===== src/rtl/layer_pkg.sv =====
// Shared mode encodings and default colour constants for the layer compositor.
package layer_pkg;

  typedef enum logic [1:0] {
    MODE_INITIAL = 2'b00,
    MODE_RUNNING = 2'b01,
    MODE_OVER    = 2'b10,
    MODE_SUCCESS = 2'b11
  } mode_e;

  localparam int unsigned DEFAULT_COLOR_W = 12;

  localparam logic [DEFAULT_COLOR_W-1:0] DEFAULT_TRANSPARENT   = 12'h000;
  localparam logic [DEFAULT_COLOR_W-1:0] DEFAULT_INIT_COLOR    = 12'hF00;
  localparam logic [DEFAULT_COLOR_W-1:0] DEFAULT_SUCCESS_COLOR = 12'h00F;

endpackage


===== src/rtl/sprite_hit.sv =====
// Signed window test of one sprite layer against the current pixel coordinate.
module sprite_hit #(
  parameter int unsigned X_W = 10,
  parameter int unsigned Y_W = 9
) (
  input  logic [X_W-1:0] x,
  input  logic [X_W-1:0] cx,
  input  logic [X_W-1:0] hw,
  input  logic [Y_W-1:0] y,
  input  logic [Y_W-1:0] cy,
  input  logic [Y_W-1:0] hh,
  output logic           hit_c
);

  logic signed [X_W:0] dx;
  logic signed [X_W:0] hw_s;
  logic signed [Y_W:0] dy;
  logic signed [Y_W:0] hh_s;

  // One extra bit keeps offsets signed so partly off-screen sprites never wrap.
  always_comb begin
    dx    = signed'({1'b0, x}) - signed'({1'b0, cx});
    dy    = signed'({1'b0, y}) - signed'({1'b0, cy});
    hw_s  = signed'({1'b0, hw});
    hh_s  = signed'({1'b0, hh});
    hit_c = (hw != '0) && (hh != '0) &&
            (dx >= -hw_s) && (dx < hw_s) &&
            (dy >= -hh_s) && (dy < hh_s);
  end

endmodule


===== src/rtl/layer_compositor.sv =====
// N-layer sprite compositor: hit test, priority select, display modes, collision flags.
module layer_compositor
  import layer_pkg::*;
#(
  parameter int unsigned          NUM_LAYERS    = 4,
  parameter int unsigned          X_W           = 10,
  parameter int unsigned          Y_W           = 9,
  parameter int unsigned          COLOR_W       = DEFAULT_COLOR_W,
  parameter logic [COLOR_W-1:0]   TRANSPARENT   = COLOR_W'(DEFAULT_TRANSPARENT),
  parameter logic [COLOR_W-1:0]   INIT_COLOR    = COLOR_W'(DEFAULT_INIT_COLOR),
  parameter logic [COLOR_W-1:0]   SUCCESS_COLOR = COLOR_W'(DEFAULT_SUCCESS_COLOR)
) (
  input  logic                          clk,
  input  logic                          rst,
  input  logic [1:0]                    mode,
  input  logic                          pix_valid,
  input  logic [X_W-1:0]                x,
  input  logic [Y_W-1:0]                y,
  input  logic                          frame_start,
  input  logic [COLOR_W-1:0]            bg_color,
  input  logic [NUM_LAYERS*X_W-1:0]     layer_cx,
  input  logic [NUM_LAYERS*Y_W-1:0]     layer_cy,
  input  logic [NUM_LAYERS*X_W-1:0]     layer_hw,
  input  logic [NUM_LAYERS*Y_W-1:0]     layer_hh,
  input  logic [NUM_LAYERS*COLOR_W-1:0] layer_color,
  output logic [COLOR_W-1:0]            vga_data,
  output logic                          vga_valid,
  output logic [NUM_LAYERS-1:0]         collide
);

  logic [NUM_LAYERS-1:0]         hit_c;
  logic [NUM_LAYERS-1:0]         opaque_c;

  logic [NUM_LAYERS-1:0]         opaque_q;
  logic [NUM_LAYERS*COLOR_W-1:0] color_q;
  logic [COLOR_W-1:0]            bg_q;
  mode_e                         mode_q;
  logic                          valid_q;
  logic                          fs_q;

  logic [COLOR_W-1:0]            sprite_c;
  logic [COLOR_W-1:0]            pix_c;
  logic [NUM_LAYERS-1:0]         contrib_c;
  logic [NUM_LAYERS-1:0]         acc;

  // Per-layer window test and colour-key transparency.
  for (genvar g = 0; g < NUM_LAYERS; g++) begin : g_layer
    sprite_hit #(
      .X_W (X_W),
      .Y_W (Y_W)
    ) u_hit (
      .x     (x),
      .cx    (layer_cx[g*X_W +: X_W]),
      .hw    (layer_hw[g*X_W +: X_W]),
      .y     (y),
      .cy    (layer_cy[g*Y_W +: Y_W]),
      .hh    (layer_hh[g*Y_W +: Y_W]),
      .hit_c (hit_c[g])
    );
    assign opaque_c[g] = hit_c[g] & (layer_color[g*COLOR_W +: COLOR_W] != TRANSPARENT);
  end

  // Stage 1: register hit results alongside the pixel's colours and control.
  always_ff @(posedge clk or posedge rst) begin
    if (rst) begin
      opaque_q <= '0;
      color_q  <= '0;
      bg_q     <= '0;
      mode_q   <= MODE_INITIAL;
      valid_q  <= 1'b0;
      fs_q     <= 1'b0;
    end else begin
      opaque_q <= opaque_c;
      color_q  <= layer_color;
      bg_q     <= bg_color;
      mode_q   <= mode_e'(mode);
      valid_q  <= pix_valid;
      fs_q     <= frame_start;
    end
  end

  // Stage 2 select: lowest-index opaque layer wins, then mode override and blanking.
  always_comb begin
    sprite_c = bg_q;
    for (int i = int'(NUM_LAYERS) - 1; i >= 0; i--) begin
      if (opaque_q[i]) sprite_c = color_q[i*COLOR_W +: COLOR_W];
    end
    case (mode_q)
      MODE_INITIAL: pix_c = INIT_COLOR;
      MODE_SUCCESS: pix_c = SUCCESS_COLOR;
      MODE_OVER:    pix_c = bg_q;
      default:      pix_c = sprite_c;
    endcase
    if (!valid_q) pix_c = '0;
    contrib_c = '0;
    if (valid_q && (mode_q == MODE_RUNNING)) begin
      contrib_c = {opaque_q[NUM_LAYERS-1:1] & {(NUM_LAYERS-1){opaque_q[0]}}, 1'b0};
    end
  end

  // Stage 2 registers: output pixel and per-frame collision accumulate/publish.
  always_ff @(posedge clk or posedge rst) begin
    if (rst) begin
      vga_data  <= '0;
      vga_valid <= 1'b0;
      collide   <= '0;
      acc       <= '0;
    end else begin
      vga_data  <= pix_c;
      vga_valid <= valid_q;
      if (fs_q) begin
        collide <= acc;
        acc     <= contrib_c;
      end else begin
        acc     <= acc | contrib_c;
      end
    end
  end

endmodule


===== config.mk =====
export PLATFORM = sky130hd
export DESIGN_NAME = layer_compositor
export DESIGN_NICKNAME = d
export VERILOG_FILES = /design/src/rtl/layer_pkg.sv /design/src/rtl/sprite_hit.sv /design/src/rtl/layer_compositor.sv
export SDC_FILE = /design/constraint.sdc
export NUM_CORES = 1
export LEC_CHECK = 0
export CORE_ASPECT_RATIO = 1.1
export CORE_MARGIN = 2
export CORE_UTILIZATION = 40
export CTS_CLUSTER_DIAMETER = 50
export CTS_CLUSTER_SIZE = 30
export DETAILED_ROUTE_END_ITERATION = 12
export GPL_ROUTABILITY_DRIVEN = 0
export PLACE_DENSITY_LB_ADDON = 0.05
export SYNTH_ARGS = -nofsm -noshare
export SYNTH_HDL_FRONTEND = slang
export SYNTH_HIERARCHICAL = 1
export SYNTH_SLANG_ARGS = --single-unit

===== constraint.sdc =====
create_clock -name clk -period 8.11 [get_ports clk]
set_input_delay 1.622 -clock clk [delete_from_list [all_inputs] [get_ports clk]]
set_output_delay 1.622 -clock clk [all_outputs]
set_load 0.005 [all_outputs]

==> impl_metrics.toml <==
[sta]
slew_headroom_pct = 28.6
setup_viol = 0
min_period_ns = 5.10
worst_pin_slew_ns = 1.07
whs_ns = 0.508
final_hold_viol_count = 0
rsz0062_at_grt = "no"
setup_tns_ns = 0
drv_slew = 0
clock.fmax_ghz = 0.196
fin_ws_ns = 3.01
fin_crit_sh_pct = 62.9
skew_ns = 0.00681

[synthesis]
synth_area_mm2 = 0.0112
synthArstFlopShare_pct = 100
syn_avg_cell_area_um2 = 8.39
ys_warn_count = 6
syn-num-nets = 1816
synthFlopType = "dfrtp_1"
ys_types = 70
synth_area_leaders = "ha_1 27%, dfrtp_1 19%, inv_1 7.3%"
synth_cells = 1331
synth_top_area_share_pct = 26.9
yosysSeqAreaShare_pct = 19.5
synth_seq_cells = 87
synth_edf_count = 0
yosysTopAreaCell = "ha_1"

[routing]
dr.pass1.iters = 5
drt-met1-wl_um = 13400
routed_wl_um = 30800
postRouteAntennaNets = 0
wl_met3_um = 1140
met2_wirelength_um = 15700
vias = 10100
wl_per_cell_um = 15.8
first_iter_violations = 376
drc = 0
via_per_inst = 5.18
routed.top_layer = "met5"

[worst_setup_path]
cp-start-kind = "input port"
max_stage_delay_ns = 0.73
endpoint_kind = "flop"
cp_max_fo = 8
arrival_ns = 5.35
required_ns = 8.36
worst-path-buf-inv = 2
crit_slowest_cell = "clkdlybuf4s50_1"
path_class = "in2reg"
crit_family = "compound AO/OA/AOI/OAI gates"
worstPathCellList = "clkdlybuf4s50_1, fa_1, a21o_1, a21oi_1, o21ai_0, nor2_1, xnor2_1, ha_1, nand4_1, o31ai_1, o311ai_2, nor3_2, inv_1, a31oi_1"

[place]
io_buffers = 252
hpwl_um = 26800
place_ws_ns = 2.72

[floorplanning]
io_pins = 254
start_util_pct = 40.4
die_w_um = 163
core_area_mm2 = 0.0276
die_h_um = 179
rows = 64
dieArea_mm2 = 0.0293

[global_route]
grt_pass1_vias = 10100
grt_overflow = 0
antenna_found_initial = 1
track_usage_pct = 21.1
grt_max_degree = 88
grt_pass1_wl_um = 48900

[clock_network]
post_cts.repair.setup_buffers = 0
clock_latency_ns = 0.33
hold_buffers = 0
cts_tree = "yes"
cts_resized = 0
cts_inserted_buffers = 9
clock_sinks = 87
h-tree-depth = 3
clkSlewWorstSetupHoldPaths_ns = 0.06
clockRootBuffer = "clkbuf_16"
clock_path_buffers = 2

[power]
peakVddDrop_v = 0.000111
power.density_mw_per_mm2 = 136
finalPower_w = 0.00196
leakagePower_nw = 6.74

[run_status]
status = "finished, final reports clean"

[finish]
diodes = 0
drive_gt1_share_pct = 4.35
fillers = 2772
final_nets = 2065
area_growth_pct = 28.7
multi_input_area_mm2 = 0.00808
seqCellArea_mm2 = 0.00218

[run]
drv_cap = 0

[min_path]
min_path_type = "reg2reg"
cells in the final DEF (no fill, tap or decap), types with 24 or more instances in the layout:
cell / instances
a21o_1: 25
nor4_1: 26
nor2b_1: 33
a21oi_1: 92
o21a_1: 34
nand2_1: 52
clkdlybuf4s50_1: 252
nor3_1: 29
inv_1: 215
dfrtp_1: 87
ha_1: 240
a211oi_1: 24
nor2_1: 84
xnor2_1: 76
o21ai_0: 58
registers in the layout, indices dropped and copies added (netlist names), 2 cells and up:
register / flops
acc: 3
bg_q: 12
collide: 3
color_q: 48
mode_q: 2
opaque_q: 4
vga_data: 12
cells by family after synthesis:
family                     Yosys count  share of synthesized area [%]
AOI/OAI and AO/OA                  345                           21.1
buffers and inverters              232                           8.21
and+or+nand+nor                    319                           15.0
DFF                                 87                           19.5
xor gates and xnor gates            96                           7.53
adders and majority gates          248                           28.3
muxes                                3                          0.302
other                                1                         0.0336
cells in the mapped netlist (all sizes together) (10+ instances only):
| cell type | count |
|---|---|
| a211oi | 24 |
| a21o | 25 |
| nor2 | 84 |
| a2111oi | 16 |
| nor3 | 33 |
| xnor2 | 76 |
| nand2 | 52 |
| nand3 | 21 |
| nand2b | 20 |
| o21a | 35 |
| ha | 240 |
| xor2 | 20 |
| o21ai | 82 |
| nor4 | 28 |
| a21oi | 93 |
| nand4 | 23 |
| buf | 10 |
| inv | 217 |
| nor2b | 34 |
| dfrtp | 87 |
per-layer routing:
| metal | up-vias | GRT usage [%] |
|---|---|---|
| met5 | - | 0 |
| met4 | 2 | 4.68 |
| met3 | 26 | 2.22 |
| met2 | 210 | 39.2 |
| met1 | 4625 | 26.1 |
| li1 | 5227 | - |
report_power, final:
part | internal (W) | leakage, nW | switching [W] | total [W]
clock network | 0.000278 | 0.156 | 0.000161 | 0.000439
logic | 0.000484 | 5.54 | 0.000492 | 0.000976
registers | 0.000467 | 1.05 | 0.0000758 | 0.000543
area by class of cell:
| class | count | area share (%) |
|---|---|---|
| Multi-Input combinational cell | 1012 | 56.2 |
| Timing Repair Buffer | 253 | 17.6 |
| Sequential cell | 87 | 15.1 |
| Inverter | 217 | 5.67 |
| Tap cell | 363 | 3.16 |
| Clock buffer | 11 | 1.69 |
| Clock inverter | 5 | 0.566 |
worst paths after layout:
kind	cells after the start	slack, ns	to	from
max	14	3.01	opaque_q[3]$_DFF_PP0_	y[1]
min	1	0.51	collide[2]$_DFFE_PP0P_	acc[2]$_DFF_PP0_
max reg2reg	4	6.16	vga_data[1]$_DFF_PP0_	mode_q[0]$_DFF_PP0_
min reg2reg	1	0.51	collide[2]$_DFFE_PP0P_	acc[2]$_DFF_PP0_
max in group asynchronous	3	5.48	bg_q[4]$_DFF_PP0_	rst
min in group asynchronous	3	1.96	fs_q$_DFF_PP0_	rst
metrics by stage:
step	cell area (um2)	instances	utilization, %
after CTS	14400	1948	52.0
after global routing	14400	1948	52.0
final	14400	1948	52.0
after global placement	14100	1932	50.9
after detailed placement	14100	1932	50.9
after floorplan	11200	1331	-
worst register-to-register path: cells and delay by family (launching register included):
| family | cells | cell delay [ns] |
|---|---|---|
| simple gates | 1 | 0.47 |
| flops | 1 | 0.56 |
| compound gates | 3 | 0.86 |
Power figures use the tool's default switching activity.
